### src/rtl/serial_addsub_pkg.sv
// Shared definitions for the bit-serial adder/subtractor: FSM state
// encoding, default operand width and the step-counter width rule.
package serial_addsub_pkg;

    // Default operand/result width used by the top and the interface.
    localparam int DEF_WIDTH = 8;

    // Controller states.
    typedef enum logic [1:0] {
        ST_IDLE = 2'd0,
        ST_RUN  = 2'd1,
        ST_DONE = 2'd2
    } state_t;

    // Step counter width. The extra bit keeps the terminal-count compare
    // exact, with no wrap-around, even when WIDTH is a power of two.
    function automatic int cnt_width(input int w);
        return $clog2(w) + 1;
    endfunction

endpackage

### src/rtl/serial_addsub_if.sv
// Request/result bundle between a requester (master) and the bit-serial
// adder/subtractor (slave).
interface serial_addsub_if
    import serial_addsub_pkg::*;
#(
    parameter int WIDTH = DEF_WIDTH
) ();

    // Request side.
    logic             start;
    logic             sub;
    logic [WIDTH-1:0] a;
    logic [WIDTH-1:0] b;

    // Status and result side.
    logic             busy;
    logic             done;
    logic [WIDTH-1:0] result;
    logic             cout;
    logic             overflow;

    modport master (
        output start, sub, a, b,
        input  busy, done, result, cout, overflow
    );

    modport slave (
        input  start, sub, a, b,
        output busy, done, result, cout, overflow
    );

endinterface

### src/rtl/serial_addsub_fa_cell.sv
// Single-bit full adder. This is the only arithmetic cell in the serial
// datapath; it is reused once per clock for each bit position.
module fa_cell (
    input  logic i_a,
    input  logic i_b,
    input  logic i_cin,
    output logic o_sum,
    output logic o_cout
);

    assign o_sum  = i_a ^ i_b ^ i_cin;
    assign o_cout = (i_a & i_b) | (i_cin & (i_a ^ i_b));

endmodule

### src/rtl/serial_addsub.sv
// Bit-serial, LSB-first adder/subtractor. One full-adder cell plus a carry
// flip-flop process one bit per clock; a three-state controller loads the
// operands, steps WIDTH times and pulses done for one cycle.
module serial_addsub
    import serial_addsub_pkg::*;
#(
    parameter int WIDTH = DEF_WIDTH
) (
    input  logic            clk,
    input  logic            rst,
    serial_addsub_if.slave  bus
);

    localparam int                CNT_W     = cnt_width(WIDTH);
    localparam logic [CNT_W-1:0]  LAST_STEP = CNT_W'(WIDTH - 1);

    state_t             r_state;
    logic [WIDTH-1:0]   r_op_a;
    logic [WIDTH-1:0]   r_op_b;
    // Partial sum: holds the WIDTH-1 low result bits once the LSB has
    // been shifted all the way down; the MSB comes straight from the cell.
    logic [WIDTH-2:0]   r_acc;
    logic               r_carry;
    logic [CNT_W-1:0]   r_cnt;
    logic               r_busy;
    logic               r_done;
    logic [WIDTH-1:0]   r_result;
    logic               r_cout;
    logic               r_ovf;

    logic               w_sum;
    logic               w_carry;
    logic [WIDTH-1:0]   w_acc_full;
    logic [WIDTH-1:0]   w_b_eff;
    logic               w_last;

    // Subtraction is a + ~b + 1: B is inverted at load and the +1 enters
    // through the initial carry.
    generate
        for (genvar gi = 0; gi < WIDTH; gi++) begin : g_b_inv
            assign w_b_eff[gi] = bus.b[gi] ^ bus.sub;
        end
    endgenerate

    fa_cell u_fa_cell (
        .i_a    (r_op_a[0]),
        .i_b    (r_op_b[0]),
        .i_cin  (r_carry),
        .o_sum  (w_sum),
        .o_cout (w_carry)
    );

    // New sum bit enters at the top; older bits move toward the LSB.
    assign w_acc_full = {w_sum, r_acc};
    assign w_last     = (r_cnt == LAST_STEP);

    assign bus.busy     = r_busy;
    assign bus.done     = r_done;
    assign bus.result   = r_result;
    assign bus.cout     = r_cout;
    assign bus.overflow = r_ovf;

    // Controller, operand shifters, carry flip-flop and registered outputs.
    always_ff @(posedge clk or posedge rst) begin
        if (rst) begin
            r_state  <= ST_IDLE;
            r_op_a   <= '0;
            r_op_b   <= '0;
            r_acc    <= '0;
            r_carry  <= 1'b0;
            r_cnt    <= '0;
            r_busy   <= 1'b0;
            r_done   <= 1'b0;
            r_result <= '0;
            r_cout   <= 1'b0;
            r_ovf    <= 1'b0;
        end else begin
            case (r_state)
                ST_IDLE: begin
                    r_done <= 1'b0;
                    if (bus.start) begin
                        r_op_a  <= bus.a;
                        r_op_b  <= w_b_eff;
                        r_carry <= bus.sub;
                        r_acc   <= '0;
                        r_cnt   <= '0;
                        r_busy  <= 1'b1;
                        r_state <= ST_RUN;
                    end
                end

                ST_RUN: begin
                    r_acc   <= w_acc_full[WIDTH-1:1];
                    r_op_a  <= r_op_a >> 1;
                    r_op_b  <= r_op_b >> 1;
                    r_carry <= w_carry;
                    r_cnt   <= r_cnt + CNT_W'(1);
                    if (w_last) begin
                        // MSB step: the carry entering this step is the
                        // carry into the sign bit, so overflow is their XOR.
                        r_result <= w_acc_full;
                        r_cout   <= w_carry;
                        r_ovf    <= r_carry ^ w_carry;
                        r_busy   <= 1'b0;
                        r_done   <= 1'b1;
                        r_state  <= ST_DONE;
                    end
                end

                ST_DONE: begin
                    r_done  <= 1'b0;
                    r_state <= ST_IDLE;
                end

                default: begin
                    r_busy  <= 1'b0;
                    r_done  <= 1'b0;
                    r_state <= ST_IDLE;
                end
            endcase
        end
    end

endmodule

### src/flat_wrapper.sv
// flat-port wrapper written by rule: the top's interface ports become plain ports
module serial_addsub_flat import serial_addsub_pkg::*;
#(
    parameter int WIDTH = DEF_WIDTH
)
  (clk, rst, bus_start, bus_sub, bus_a, bus_b, bus_busy, bus_done, bus_result, bus_cout, bus_overflow);
  serial_addsub_if #(.WIDTH(WIDTH)) bus_i ();
  input  logic clk;
  input  logic rst;
  input wire logic [$bits(bus_i.start)-1:0] bus_start;
  input wire logic [$bits(bus_i.sub)-1:0] bus_sub;
  input wire logic [$bits(bus_i.a)-1:0] bus_a;
  input wire logic [$bits(bus_i.b)-1:0] bus_b;
  output wire logic [$bits(bus_i.busy)-1:0] bus_busy;
  output wire logic [$bits(bus_i.done)-1:0] bus_done;
  output wire logic [$bits(bus_i.result)-1:0] bus_result;
  output wire logic [$bits(bus_i.cout)-1:0] bus_cout;
  output wire logic [$bits(bus_i.overflow)-1:0] bus_overflow;
  assign bus_i.start = bus_start;
  assign bus_i.sub = bus_sub;
  assign bus_i.a = bus_a;
  assign bus_i.b = bus_b;
  assign bus_busy = bus_i.busy;
  assign bus_done = bus_i.done;
  assign bus_result = bus_i.result;
  assign bus_cout = bus_i.cout;
  assign bus_overflow = bus_i.overflow;
  serial_addsub #(.WIDTH(WIDTH)) u_core (.clk(clk), .rst(rst), .bus(bus_i));
endmodule
### config.mk
export PLATFORM = sky130hd
export DESIGN_NAME = serial_addsub_flat
export DESIGN_NICKNAME = d
export VERILOG_FILES = /design/src/rtl/serial_addsub_pkg.sv /design/src/rtl/serial_addsub_if.sv /design/src/rtl/serial_addsub_fa_cell.sv /design/src/rtl/serial_addsub.sv /design/src/flat_wrapper.sv
export SDC_FILE = /design/constraint.sdc
export NUM_CORES = 1
export LEC_CHECK = 0
export ABC_AREA = 1
export ABC_CLOCK_PERIOD_IN_PS = 1400
export BUFFER_PORTS_ARGS = -buffer_cell sky130_fd_sc_hd__buf_2
export CORE_MARGIN = 1
export CORE_UTILIZATION = 55
export DETAILED_ROUTE_END_ITERATION = 6
export PLACE_DENSITY = 0.78
export SLEW_MARGIN = 20
export SYNTH_ARGS = -nofsm -noshare
export SYNTH_HDL_FRONTEND = slang
export SYNTH_HIERARCHICAL = 1
export SYNTH_SLANG_ARGS = --single-unit
### constraint.sdc
create_clock -name clk -period 1.4 [get_ports clk]
set_clock_uncertainty 0.1 [all_clocks]
set_input_delay 0 -clock clk [delete_from_list [all_inputs] [get_ports clk]]
set_output_delay 0 -clock clk [all_outputs]
set_load 0.01 [all_outputs]
# == Word level (Yosys, flattened, before mapping) ==
# Cells that the tools add are included.
# totals
register_bits,42
input_bits,20
out_inout_bits,12
wordCells,56
# classes
addsub,1
eq_ne,5
n_mux,18
bitwise_logic,15
reduce_logical,6
# ops
op,count
case mux 8 bit (2 select lines),2
2-to-1 mux 8 bit,2
case mux 7 bit (2 select lines),1
bitwise XOR 1 bit,11
case mux 4 bit (2 select lines),1
2-to-1 mux 7 bit,1
AND reduction 2 bit,3
2-to-1 mux 1 bit,5
"adder 4 x 1 -> 4 bit, second input constant",1
"== test 4 x 3 -> 1 bit, second input constant",1
2-to-1 mux 2 bit,2
2-to-1 mux 4 bit,1
case mux 2 bit (2 select lines),1
case mux 1 bit (3 select lines),1
AND reduction 3 bit,1
bitwise AND 1 bit,2
"== test 2 x 1 -> 1 bit, second input constant",1
"== test 2 bit, second input constant",1
logical NOT 2 bit,1
"!= test 2 x 1 -> 1 bit, second input constant",1
"!= test 2 bit, second input constant",1
case mux 1 bit (2 select lines),1
nonzero test 2 bit,1
NOT 1 bit,1
OR 1 bit,1

# == Longest topological paths before layout ==
# logic_depth
word_depth,4
mapped_depth,7

# == Hierarchy ==
# Netlist, hierarchy kept.
# modules_own_cells
module,instances,cells_each,area_each_um2,seq_area_each_um2
serial_addsub,1,240,1981.9,1051.0
fa_cell,1,1,20.0,0.0

# == Worst setup path before layout ==
# No wires, ideal clock.
# synth_timing
path_kind,register to register
from,register u_core.r_op_a[0]
to,"register u_core.r_ovf, in the netlist u_core/bus.overflow"
arrival_time_ps,1061
slack_ps,122
path_stages_with_launch,6
synth_period_minus_slack_ps,1278
path_cell_list,dfrtp_1 > fa_1 > nand2_1 > nand2_1 > nand3_1 > nand2_1
# synth_via
elab_chain_cells,4
# synth_lines
element,line,source
from (decl),serial_addsub.sv:18,logic [WIDTH-1:0] r_op_a;
from (signal assigned),serial_addsub.sv:82,r_op_a <= bus.a;
from (signal assigned),serial_addsub.sv:94,r_op_a <= r_op_a >> 1;
bitwise XOR 1 bit,serial_addsub_fa_cell.sv:12,assign o_cout = (i_a & i_b) | (i_cin & (i_a ^ i_b));
bitwise AND 1 bit,serial_addsub_fa_cell.sv:12,
OR 1 bit (*),serial_addsub_fa_cell.sv:12,
via u_core.w_carry,serial_addsub.sv:32,logic w_carry;
bitwise XOR 1 bit (*),serial_addsub.sv:103,r_ovf <= r_carry ^ w_carry;
to (signal assigned),serial_addsub.sv:103,
to (decl),serial_addsub.sv:29,logic r_ovf;
# Mark *: on every way through the listed nets, which the timed path passes. The rest lies on a longest branch.
# A chain may end at the register's enable or synchronous reset.

# == Worst setup path after layout ==
# layout_timing
from,register u_core.r_cnt[1]
to,"register u_core.r_result[6], in the netlist u_core/bus.result[6]"
# layout_via
elab_chain_cells,2
# layout_lines
element,line,source
from (decl),serial_addsub.sv:24,logic [CNT_W-1:0] r_cnt;
from (signal assigned),serial_addsub.sv:97,r_cnt <= r_cnt + CNT_W'(1);
== test 4 x 3 -> 1 bit,serial_addsub.sv:55,assign w_last = (r_cnt == LAST_STEP);
AND reduction 2 bit (no source line),-,
to (signal assigned),serial_addsub.sv:101,r_result <= w_acc_full;
to (decl),serial_addsub.sv:27,logic [WIDTH-1:0] r_result;
# No other way between the ends.

==> flow_summary.ini <==
[outcome]
outcome = completed

[cts]
cts.clk_slew.worst_paths_ns = 0.12
root_buffer = clkbuf_4
cts_sinks = 42
clockBufferDepth = 2
cts_setup_buffers = 0
h-tree-depth = 2
worstSkewPairLatency_ns = 0.36
cts_made_buffers = 5
cts_tree = built

[pwr]
clock_power_share_pct = 16.3
power.share.combinational_pct = 40.6
switchingPower_mw = 1.81
seqPwrFrac_pct = 43.1
switching_share_pct = 38.5
p_leak_nw = 1.38
powerDensity_nw_per_um2 = 1840
ir_drop_mv = 1.05
intPower_mw = 2.89

[die]
core-area_um2 = 3420
initial_utilization_pct = 58.6
die_w_um = 62.3
die_h_um = 62.3
io_pins = 32
row_count = 21
die-area_um2 = 3890

[route]
drt_pass1_iterations = 4
viasPerCell = 5.13
vias = 1797
drt-initial-drc-count = 128
drc = 0
wl_mm = 4.17
routedWlPerCell_um = 11.9
final_antenna_net_count = 0

[timing]
rsz0062_at_grt = no
worstMarginPinSlew_ns = 0.512
setup_viol = 0
finalHoldViolCount = 0
min_period_over_period_pct = 94.3
maxSlewHeadroom_pct = 65.8
report.final.slew_viol_count = 0
setup_tns_ns = 0
max_freq_mhz = 757
min_period_ns = 1.32
setup_ws_ns = 0.0793

[worst_hold_path]
hold_start = bus_sub
holdCritPathClass = in2reg

[yosys]
syn_area_per_cell_um2 = 8.31
synthDistinctLibCells = 20
synthCells = 241
ys_ff_latch = 42
syn_nets = 263
syn_area_um2 = 2000
ys.warnings.count = 6
ys_seq_area_share_pct = 52.5

[critical_path]
cp-startpoint = u_core/r_cnt[1]
rr_startpoint = u_core/r_cnt[1]
cp_max_fo = 8
path_buf_inv = 1
cp-end-kind = flip-flop
slowest_delay_ns = 0.41
crit_slowest_cell = dfrtp_1
path_class = reg2reg
path_delay_family = flip-flops
crit_chain = ha_1, nand2_2, nor2_4, buf_4, nand3_1, nand2_1
critPathRequiredTime_ns = 1.59
cp.arrival_ns = 1.52
startpoint_type = flip-flop

[final_layout]
finalNetCount = 325
diodes = 0
area_growth_pct = 27.2
drive_above_1_share_pct = 20.4
layout_common_cells = 89 x nand2_1, 50 x nand3_1, 42 x dfrtp_1
final_common_cell = nand2_1
n_fill_cell = 252

[place]
place_congestion = 0.769
hpwl_mm = 2.61
portBuffers = 31
dp_slack_ns = 0.0707

[global_route]
track_usage_pct = 25.7
antenna_found_initial = 0
grt.overflow.total = 0
grt_max_degree = 43
grt_first_pass_wirelength_mm = 7.77
grt_pass1_vias = 1827

[job]
maxCapViolCount = 0
## per-layer routing
metal | wire length, um | track usage, % | up-vias
li1 | - | - | 891
met1 | 1770 | 29.5 | 837
met2 | 2100 | 45.2 | 59
met3 | 200 | 5.51 | 10
met4 | 99 | 13.1 | 0
met5 | 0 | 0 | -
## worst paths after layout
kind	to	slack, ns	depth (start not counted)
max reg2reg	u_core/bus.result[6]	0.08	6
min in group asynchronous	u_core/bus.result[0]	0.19	4
max in group asynchronous	u_core/r_cnt[3]	0.64	4
max	u_core/bus.result[6]	0.08	6
min reg2reg	u_core/bus.result[1]	0.38	2
min	u_core/r_op_b[2]	0.13	6
## power groups by stage
stage                     Clock, mW  Combinational, mW  Sequential [mW]
final                         0.766               1.91             2.02
after global routing          0.831               2.19             2.09
after CTS                     0.790               1.89             2.02
after detailed placement          0               1.83             2.04
after global placement            0               1.77             2.02
after floorplan                   0               1.28             2.07
## worst reg2reg max path, cell delays in order (launching register included)
cell and delay, ns:
dfrtp_1 0.41, ha_1 0.22, nand2_2 0.09, nor2_4 0.13, buf_4 0.17, nand3_1 0.07
nand2_1 0.07
## kinds of logic after synthesis
| group | count (synthesis) | synth area share, % |
|---|---|---|
| compound gates | 9 | 2.69 |
| xor+xnor | 1 | 0.438 |
| fa+ha+maj | 2 | 1.62 |
| buf+inv | 35 | 9.31 |
| flops | 42 | 52.5 |
| simple gates | 152 | 33.4 |
## state kept, by name, summed over array words and instances (netlist names)
| name | flops |
|---|---|
| u_core/r_acc | 7 |
| u_core/bus.overflow | 1 |
| u_core/r_cnt | 4 |
| u_core/bus.busy | 1 |
| u_core/bus.done | 1 |
| u_core/bus.result | 8 |
| u_core/r_state | 2 |
| u_core/r_carry | 1 |
| u_core/bus.cout | 1 |
| u_core/r_op_b | 8 |
| u_core/r_op_a | 8 |
## repair_timing
item	CTS	global route
resized for setup	0	2
hold buffers	25	0
endpoints found under the hold margin	67	0
endpoints found under the setup margin	0	6
## metrics by stage
step	utilization, %	cells	power (mW)	instance area [um^2]	hold WS [ns]
final	74.5	350	4.70	2550	0.130
after global placement	64.7	317	3.80	2210	0.0570
after floorplan	-	241	3.35	2000	0.00962
after CTS	74.3	350	4.70	2540	0.115
after global routing	74.5	350	5.11	2550	0.220
after detailed placement	64.7	317	3.87	2210	0.0528
## cell type report
| cell class | instances | area [um^2] | area share (%) |
|---|---|---|---|
| Inverter | 23 | 86.3 | 3.39 |
| Clock inverter | 2 | 37.5 | 1.47 |
| Timing Repair Buffer | 67 | 500 | 19.7 |
| Tap cell | 46 | 57.6 | 2.26 |
| Clock buffer | 6 | 41.3 | 1.62 |
| Multi-Input combinational cell | 164 | 772 | 30.3 |
| Sequential cell | 42 | 1050 | 41.3 |
## Yosys cell counts
| master | number | area share, % |
|---|---|---|
| inv_1 | 20 | 3.7 |
| o22ai_1 | 4 | 1.2 |
| o21ai_0 | 2 | 0.50 |
| ha_1 | 1 | 0.62 |
| nand2_1 | 89 | 17 |
| o21ai_1 | 2 | 0.50 |
| buf_2 | 2 | 0.50 |
| nand4_1 | 1 | 0.31 |
| nand3_1 | 50 | 13 |
| nand2_2 | 5 | 1.6 |
| dfrtp_1 | 42 | 53 |
| xnor2_1 | 1 | 0.44 |
| fa_1 | 1 | 1.0 |
| nor2_1 | 4 | 0.75 |
| inv_2 | 3 | 0.56 |
| buf_6 | 4 | 2.2 |
| buf_4 | 6 | 2.2 |
| nand3_2 | 1 | 0.50 |
| nor2_4 | 2 | 1.1 |
| a21oi_2 | 1 | 0.44 |
Note: power is estimated with default switching activity, not from simulation.
